`src/rtl/traffic_pkg.sv`:
```
// Shared types for the intersection controller and the single-head light FSM.
package traffic_pkg;

  typedef enum logic [1:0] {
    RED    = 2'b00,
    GREEN  = 2'b01,
    YELLOW = 2'b10
  } light_t;

  typedef enum logic [2:0] {
    NS_GREEN  = 3'd0,
    NS_YELLOW = 3'd1,
    ALLRED_A  = 3'd2,
    EW_GREEN  = 3'd3,
    EW_YELLOW = 3'd4,
    ALLRED_B  = 3'd5
  } phase_t;

endpackage

```
`src/rtl/phase_timer.sv`:
```
// Saturating dwell counter; cleared on every phase entry.
module phase_timer #(
  parameter int CNT_W = 8
) (
  input  logic             clk,
  input  logic             rst,
  input  logic             clr,
  output logic [CNT_W-1:0] count
);

  always_ff @(posedge clk) begin
    if (rst || clr)
      count <= '0;
    else if (count != {CNT_W{1'b1}})
      count <= count + 1'b1;
  end

endmodule

```
`src/rtl/traffic_intersection_ctrl.sv`:
```
// Two-approach intersection sequencer: NS main street, EW side street, latched walk request.
module traffic_intersection_ctrl
  import traffic_pkg::*;
#(
  parameter int MAIN_GREEN_MIN = 32,
  parameter int SIDE_GREEN     = 16,
  parameter int YELLOW_CYC     = 4,
  parameter int ALLRED_CYC     = 2,
  parameter int CNT_W          = 8
) (
  input  logic       clk,
  input  logic       rst,
  input  logic       side_req,
  input  logic       ped_req,
  output logic [1:0] ns_light,
  output logic [1:0] ew_light,
  output logic       walk
);

  localparam logic [CNT_W-1:0] MAIN_LAST   = CNT_W'(MAIN_GREEN_MIN - 1);
  localparam logic [CNT_W-1:0] SIDE_LAST   = CNT_W'(SIDE_GREEN - 1);
  localparam logic [CNT_W-1:0] YELLOW_LAST = CNT_W'(YELLOW_CYC - 1);
  localparam logic [CNT_W-1:0] ALLRED_LAST = CNT_W'(ALLRED_CYC - 1);

  phase_t           phase, phase_nxt;
  logic [CNT_W-1:0] timer;
  logic             ped_pend, ped_served;
  logic             enter_ew;

  phase_timer #(.CNT_W(CNT_W)) u_timer (
    .clk   (clk),
    .rst   (rst),
    .clr   (phase_nxt != phase),
    .count (timer)
  );

  always_ff @(posedge clk) begin
    if (rst) begin
      phase      <= ALLRED_B;
      ped_pend   <= 1'b0;
      ped_served <= 1'b0;
    end else begin
      phase <= phase_nxt;
      // A press on the entry edge itself is served in this green, not the next.
      if (enter_ew) begin
        ped_served <= ped_pend | ped_req;
        ped_pend   <= 1'b0;
      end else begin
        ped_pend <= ped_pend | ped_req;
        if (phase_nxt != EW_GREEN)
          ped_served <= 1'b0;
      end
    end
  end

  always_comb begin
    phase_nxt = phase;
    ns_light  = RED;
    ew_light  = RED;
    walk      = 1'b0;
    case (phase)
      NS_GREEN: begin
        ns_light = GREEN;
        if (timer >= MAIN_LAST && (side_req || ped_pend)) phase_nxt = NS_YELLOW;
      end
      NS_YELLOW: begin
        ns_light = YELLOW;
        if (timer == YELLOW_LAST) phase_nxt = ALLRED_A;
      end
      ALLRED_A:  if (timer == ALLRED_LAST) phase_nxt = EW_GREEN;
      EW_GREEN: begin
        ew_light = GREEN;
        walk     = ped_served;
        if (timer == SIDE_LAST) phase_nxt = EW_YELLOW;
      end
      EW_YELLOW: begin
        ew_light = YELLOW;
        if (timer == YELLOW_LAST) phase_nxt = ALLRED_B;
      end
      ALLRED_B:  if (timer == ALLRED_LAST) phase_nxt = NS_GREEN;
      default:   phase_nxt = ALLRED_B;
    endcase
  end

  assign enter_ew = (phase_nxt == EW_GREEN) && (phase != EW_GREEN);

endmodule
```
`config.mk`:
```
export PLATFORM = sky130hd
export DESIGN_NAME = traffic_intersection_ctrl
export DESIGN_NICKNAME = d
export VERILOG_FILES = /design/src/rtl/traffic_pkg.sv /design/src/rtl/phase_timer.sv /design/src/rtl/traffic_intersection_ctrl.sv
export SDC_FILE = /design/constraint.sdc
export NUM_CORES = 1
export LEC_CHECK = 0
export ABC_AREA = 1
export CORE_UTILIZATION = 40
export CTS_CLUSTER_DIAMETER = 30
export CTS_CLUSTER_SIZE = 10
export DETAILED_ROUTE_END_ITERATION = 16
export PLACE_DENSITY = 0.7
export SYNTH_ARGS = -nofsm -noshare
export SYNTH_HDL_FRONTEND = slang
export SYNTH_SLANG_ARGS = --single-unit
```
`constraint.sdc`:
```
create_clock -name clk -period 4 [get_ports clk]
set_input_delay 0.8 -clock clk [delete_from_list [all_inputs] [get_ports clk]]
set_output_delay 0.8 -clock clk [all_outputs]
set_load 0.02 [all_outputs]
```
### Word level (Yosys, flattened, before mapping)

Index checks and enable logic that the tools add are counted.

| word-level totals | value |
|---|---|
| register bits after elaboration | 13 |
| latch bits | 0 |
| bits in writable memories | 0 |
| ROM bits | 0 |
| input bits | 4 |
| output and inout port bits | 5 |
| word-level logic and storage cells | 39 |
| memories kept | 0 |

| operators by class | value |
|---|---|
| add/sub/neg operators | 1 |
| $mul | 0 |
| div/mod/pow operators | 0 |
| order comparisons | 1 |
| equal/unequal tests | 13 |
| shift-type cells | 0 |
| mux-type cells | 12 |
| bitwise logic cells | 1 |
| reduce and logical (&&, ||, !) cells | 7 |

Operators with widths:

| kind | count |
|---|---|
| $mux 3 | 6 |
| $pmux 3 s6 | 1 |
| $eq 3x2->1 const B | 3 |
| $add 8x1->8 const B | 1 |
| $eq 8x1->1 const B | 1 |
| $eq 8x2->1 const B | 1 |
| $eq 8x4->1 const B | 1 |
| $ge 8x5->1 const B | 1 |
| $ne 8x8->1 const B | 1 |
| $pmux 2 s2 | 2 |
| $eq 3x3->1 const B | 2 |
| $ne 3x2->1 const B | 2 |
| $eq 3x1->1 const B | 1 |
| $logic_not 3->1 | 1 |
| $mux 1 | 3 |
| $ne 3x3->1 | 1 |
| $logic_and 1x1->1 | 2 |
| $logic_or 1x1->1 | 2 |
| $reduce_bool 2->1 | 1 |
| $reduce_or 2->1 | 1 |
| $or 1x1->1 | 1 |

### Depth between registers and ports, before layout

Gate-level depths: netlist of the first run.

| logic depth | value |
|---|---|
| depth in word-level cells | 7 |
| mapped depth | 12 |

### Modules after synthesis

From an unflattened synthesis of the first run, not the netlist that was laid out.

| unflattened totals | value |
|---|---|
| cells, all modules | 146 |
| area, all modules | 902.1 um^2 |

Modules (own cells, without submodules):

| module | times used | cells each | area each (um^2) |
|---|---|---|---|
| traffic_intersection_ctrl | 1 | 81 | 474.2 |
| phase_timer | 1 | 65 | 427.9 |

### Worst setup path after synthesis of the first run

Ideal clock, no wire load.

| path | value |
|---|---|
| kind | reg2out |
| start | register phase[1] |
| end | output port ns_light[1] |
| arrival | 0.814 ns |
| required time | 3.200 ns |
| setup slack | 2.386 ns |
| cell stages (with the launch flop) | 4 |
| path through | dfxtp_1 -> inv_1 -> nand2_1 -> nor2_1 |

| on the way | value |
|---|---|
| cells in the longest elaborated chain, start to end | 2 |
| elaborated cells between the ends (all ways) | 3 |

Ends and longest elaborated chain:

| item | RTL line | RTL |
|---|---|---|
| start, declared | traffic_intersection_ctrl.sv:25 | `phase_t phase, phase_nxt;` |
| start signal, assigned | traffic_intersection_ctrl.sv:43 | `phase <= phase_nxt;` |
| $eq 3x1->1 or $logic_not 3->1 (tied branches) | traffic_intersection_ctrl.sv:61 | `case (phase)` |
| $pmux 2 s2 * | traffic_intersection_ctrl.sv:61 |  |
| end, declared | traffic_intersection_ctrl.sv:15 | `output logic [1:0] ns_light,` |

Every way passes the cells marked *; elsewhere a longest branch is shown, timed or not.

### Worst setup path after layout of the first run

| path | value |
|---|---|
| start | register phase[0] |
| end | output port ew_light[0] |

| on the way | value |
|---|---|
| cells in the longest elaborated chain, start to end | 2 |
| elaborated cells between the ends (all ways) | 3 |

Ends and longest elaborated chain:

| item | RTL line | RTL |
|---|---|---|
| $eq 3x3->1 or $eq 3x2->1 (tied branches) | traffic_intersection_ctrl.sv:61 |  |
| $pmux 2 s2 * | traffic_intersection_ctrl.sv:61 |  |
| end, declared | traffic_intersection_ctrl.sv:16 | `output logic [1:0] ew_light,` |

Marked as above.

==> results of run 1 <==
-- cell usage in the layout, fill, tap and decap left out, types with 2 or more instances in the layout --
cell             count
nand4_1              3
nand3_1             10
a21oi_1              2
o21ai_0              7
ha_1                 2
nor2_1              30
clkbuf_4             3
clkdlybuf4s50_1      8
o21ai_2              2
nand2_2              2
inv_2                2
inv_1               21
dfxtp_1             13
nand2_1             29
xor2_1               3
-- final cells by class --
cell class	count	area, sq um
Clock buffer	4	26.28
Fill cell	230	996.0
Inverter	23	86.33
Multi-Input combinational cell	97	479.2
Sequential cell	13	260.3
Tap cell	27	33.78
Timing Repair Buffer	8	80.08
-- cell families (layout without fill, tap and decap cells) --
group           count (synthesis)  after routing  synth area share, %
xor+xnor                        3              3                3.140
compound gates                 14             14                10.01
buf+inv                        24             35                11.66
flops                          13             13                31.09
simple gates                   78             78                41.11
fa+ha+maj                       2              2                2.989
-- registers in the layout (all words and copies together) (netlist names) --
name           count
phase              3
ped_served         1
ped_pend           1
u_timer.count      8
-- worst max-delay path, stage by stage (launching register included) --
cell and delay, ns:
dfxtp_1 0.46, nand3_1 0.14, inv_1 0.14, clkdlybuf4s50_1 0.62
-- worst paths after layout --
| path | endpoint | slack [ns] | cells past startpoint |
|---|---|---|---|
| hold / removal | ped_served$_SDFFE_PP0P_ | 0.47 | 2 |
| hold reg to reg | ped_served$_SDFFE_PP0P_ | 0.47 | 2 |
| setup reg to reg | u_timer.count[3]$_SDFFE_PP0P_ | 2.24 | 7 |
| setup / recovery | ew_light[0] | 1.57 | 3 |
-- metal layers --
metal  share of wire [%]  track usage, %  wire (um)
met5                   0               0          0
met3                 3.8           4.528         67
met1                  44           22.05        774
met2                  50           31.35        876
met4                 2.5           8.333         44
-- power by group --
| group | total, mW | switching, mW | internal [mW] | leakage [nW] |
|---|---|---|---|---|
| Sequential | 0.170 | 0.0249 | 0.146 | 0.106 |
| Clock | 0.0819 | 0.0432 | 0.0387 | 0.0150 |
| Combinational | 0.176 | 0.106 | 0.0693 | 0.378 |
| Total | 0.428 | 0.174 | 0.253 | 0.499 |
-- per-stage QoR --
stage	util (%)	cells	cell area [sq um]
after floorplan	-	134	837.1
after global routing	49.23	172	965.9
after global placement	47.90	168	939.7
final	49.23	172	965.9
after CTS	49.23	172	965.9
after detailed placement	47.90	168	939.7
==> results.md, run 1 <==
* Status: complete, no violations
* Asr flop ratio synth at 0%
* Clock buffer depth at 2
* Clk Latency, worst-skew pair at between 0.2 and 0.3 ns
* Leakage at approximately 0.5 nW
* Die area at 0.002280 sq mm
* Post-synth top flop: dfxtp_1
* RSZ-0062 raised after global routing: false
* CP max FO at 7
* Initial core utilization at a little over two fifths
* Post-synth EDFFs at 0
* Clk slew on worst S/H paths at about 0.080 ns
* Chip Width at roughly 48 um
* Syn Area/Cell at 6.247 sq um
* Actual slew at the worst max-slew pin at 0.4219 ns
* Hold buffer count at CTS at 0
* Unique masters post-synth at 21
* 1st-iter DRT viols at 19
* Total grt overflow at 0
* Post-route setup slack at ~1.6 ns
* Top post-synthesis cells by area: dfxtp_1, nor2_1, nand2_1
* Via Count at ~850
* Final setup fails at 0
* Syn_nets at 140
* Clock sinks at 13
* Number of H-tree levels at 1
* HP Start: ped_served$_SDFFE_PP0P_
* Nets at 152
* CTS Root Buffer Type: clkbuf_4
* HPWL Detailed at ~1400 um
* Power per cell area at between 400 and 500 mW/mm^2
* CTS tree: built
* Pre-CTS setup slack at around 1.9 ns
* Worst hold path type: flop to flop
* Post-synth top cells: nor2_1, nand2_1, inv_1, dfxtp_1, nand3_1
* Min Tclk post-route at about 2.4 ns
* CP arrival at around 1.6 ns
* Count leader, synth: nor2_1
* Total power at 0.4278 mW
* Cell taking the most area after synthesis: dfxtp_1
* TritonCTS buffer count at 3
* Crit Path Class: flop to output pin
* Post-synthesis sequential area ratio at a little over 30%
* 1st-pass router iterations at 4
* WL/cell at between 10 and 15 um
* I/O Pins at 9
* Cell Area, Synth at around 840 sq um
* N_diodes at 0
* Post-synth top area share at between 30 and 40%
* Largest net degree at the start of global routing at 9
* Setup bufs post-CTS at 0
* Drc violations at 0
* Vias in the first global route at roughly 720
* Final WL at around 1800 um
* CP startpoint: phase[0]$_SDFF_PP1_
* Clock skew at 0.003339 ns
* Peak supply drop at between 0.15 and 0.2 mV
* Final antenna-violating net count at 0
* Post-Syn Instances at 134
* Final Max Tran Viols at 0
* Max_cap viols at 0
* Port bufs at 8
* Layout cells sized above 1 at between 8 and 9%
* Worst R2R Start: u_timer.count[0]$_SDFFE_PP0P_
* Worst-case hold slack at 0.4674 ns
* Sum Neg Setup Slack at 0 ns
* Vias per std cell at 4.965
* Max Clock Freq at just over 400 MHz
* Startpoint Class: flop
* Initial antenna violation count at 0
* Ys Warns at 0
* Die H at between 40 and 50 um
* Hold Vio Cnt, Final at 0
* Gr usage total at approximately 19%
* Rows at 16
* GP Congestion at 0.8706
* Yosys reg bits at 13
* Worst EP required at ~3.2 ns
* Setup crit end kind: output pin
* Core Footprint at about 0.0020 sq mm
* Synthesis-to-layout area growth at 15.40%
* First-pass GRT wire length at just under 3000 um
* Max-slew headroom at 71.81%
* Cells resized by post-CTS repair at 0
* Fin crit share at approximately 61%
No activity file was read; power rests on OpenSTA's default activity.
==> run 2: changes to the inputs <==
==> constraint.sdc (replaced) <==
create_clock -name clk -period 2.4 [get_ports clk]
set_input_delay 0.48 -clock clk [delete_from_list [all_inputs] [get_ports clk]]
set_output_delay 0.48 -clock clk [all_outputs]
set_load 0.02 [all_outputs]
==> results.md, run 2 (synthesized netlist as in run 1, its figures left out) <==
* Largest net degree at the start of global routing at 9
* RSZ-0062 raised after global routing: false
* Setup crit end kind: output pin
* Port bufs at 8
* Cells resized by post-CTS repair at 0
* Placement Cell Area at 939.7 sq um
* Crit Path Class: flop to output pin
* 1st-pass router iterations at 4
* CTS Root Buffer Type: clkbuf_4
* Nets at between 150 and 200
* Hold buffer count at CTS at 0
* Clock sinks at 13
* Biggest register: u_timer.count
* TritonCTS buffer count at 3
* Max reg flops at 8
* Status: complete, no violations
* WL/cell at between 9 and 10 um
* Fin crit share at around 90%
* Chip Width at between 40 and 50 um
* Setup bufs post-CTS at 0
* Clk slew on worst S/H paths at 0.07 ns
* Die H at about 48 um
* Clock buffer depth at 2
* Clk Latency, worst-skew pair at 0.27 ns
* Number of H-tree levels at 1
* Synthesis-to-layout area growth at 15.40%
* 1st-iter DRT viols at 19
* N_diodes at 0
* Actual slew at the worst max-slew pin at ~0.44 ns
* Power per cell area at approximately 730 mW/mm^2
* Final setup fails at 0
* Biggest registers after layout: u_timer.count: 8 flops, phase: 3 flops
* Total grt overflow at 0
* Worst hold path type: flop to flop
* Startpoint Class: flop
* Drc violations at 0
* Total power at roughly 0.7 mW
* Commonest cells after routing, fill and taps aside: nor2_1, nand2_1, inv_1, dfxtp_1, nand3_1
* Min Tclk post-route at approximately 2.1 ns
* Pre-CTS setup slack at 0.5891 ns
* Clock skew at 0.004474 ns
* Sum Neg Setup Slack at 0 ns
* CP max FO at 7
* Initial core utilization at about 43%
* HPWL Detailed at between 1000 and 1500 um
* Final Max Tran Viols at 0
* CP arrival at around 1.6 ns
* Final WL at roughly 1700 um
* Core Footprint at between 0.0015 and 0.002 sq mm
* Die area at 0.002280 sq mm
* Cell area after layout at a little under 0.001 sq mm
* Rows at 16
* Max-slew headroom at 70.54%
* Via Count at between 800 and 900
* Final antenna-violating net count at 0
* First-pass GRT wire length at 2553 um
* CTS tree: built
* Layout cells sized above 1 at a little over 8%
* Initial antenna violation count at 0
* Worst EP required at ~1.9 ns
* Max Clock Freq at 470.6 MHz
* Vias in the first global route at between 600 and 700
* GP Congestion at between 0.8 and 0.9
* Commonest non-fill, non-tap cell in the layout: nor2_1
* Hold Vio Cnt, Final at 0
* Peak supply drop at 0.4362 mV
* I/O Pins at 9
* Gr usage total at 16.20%
* Vias per std cell at 4.733
* Post-route setup slack at around 0.28 ns
* Leakage at between 0.4 and 0.5 nW
* Max_cap viols at 0
run 2: cell counts in the layout (fill, tap and decap cells not counted):
Identical to the previous run, type by type.
run 2: worst max-delay path, stage by stage, from the launching register on:
cell	delay, ns
dfxtp_1	0.47
nand3_1	0.15
inv_1	0.13
clkdlybuf4s50_1	0.61
run 2: final timing paths:
path,to,cells past startpoint,from,slack (ns)
setup / recovery,ew_light[0],3,phase[0]$_SDFF_PP1_,0.28
setup reg to reg,u_timer.count[1]$_SDFFE_PP0P_,9,u_timer.count[0]$_SDFFE_PP0P_,0.69
hold reg to reg,ped_served$_SDFFE_PP0P_,2,ped_served$_SDFFE_PP0P_,0.47
hold / removal,ped_served$_SDFFE_PP0P_,2,ped_served$_SDFFE_PP0P_,0.47
run 2: power breakdown:
group	leakage (nW)	internal [mW]	switching, mW
combinational	0.378	0.114	0.169
clock	0.0150	0.0644	0.0695
sequential	0.106	0.243	0.0436
total	0.499	0.421	0.282
run 2: final cells by class:
class                           instances  area [sq um]
Multi-Input combinational cell         97         479.2
Clock buffer                            4         26.28
Tap cell                               27         33.78
Timing Repair Buffer                    8         80.08
Inverter                               23         86.33
Sequential cell                        13         260.3
Fill cell                             224         996.0
run 2: metal layers:
metal,share of wire (%),GRT usage (%),vias up
li1,-,-,444
met1,48,21.54,345
met2,45,23.51,17
met3,2.8,2.642,8
met4,3.2,11.67,0
met5,0,0,-
run 2: per-stage QoR:
| stage | cells | utilization [%] | hold WS [ns] |
|---|---|---|---|
| after floorplan | 134 | - | 0.4373 |
| after global placement | 168 | 47.90 | 0.4574 |
| after detailed placement | 168 | 47.90 | 0.4621 |
| after CTS | 172 | 49.23 | 0.4746 |
| after global routing | 172 | 49.23 | 0.4980 |
| final | 172 | 49.23 | 0.4715 |
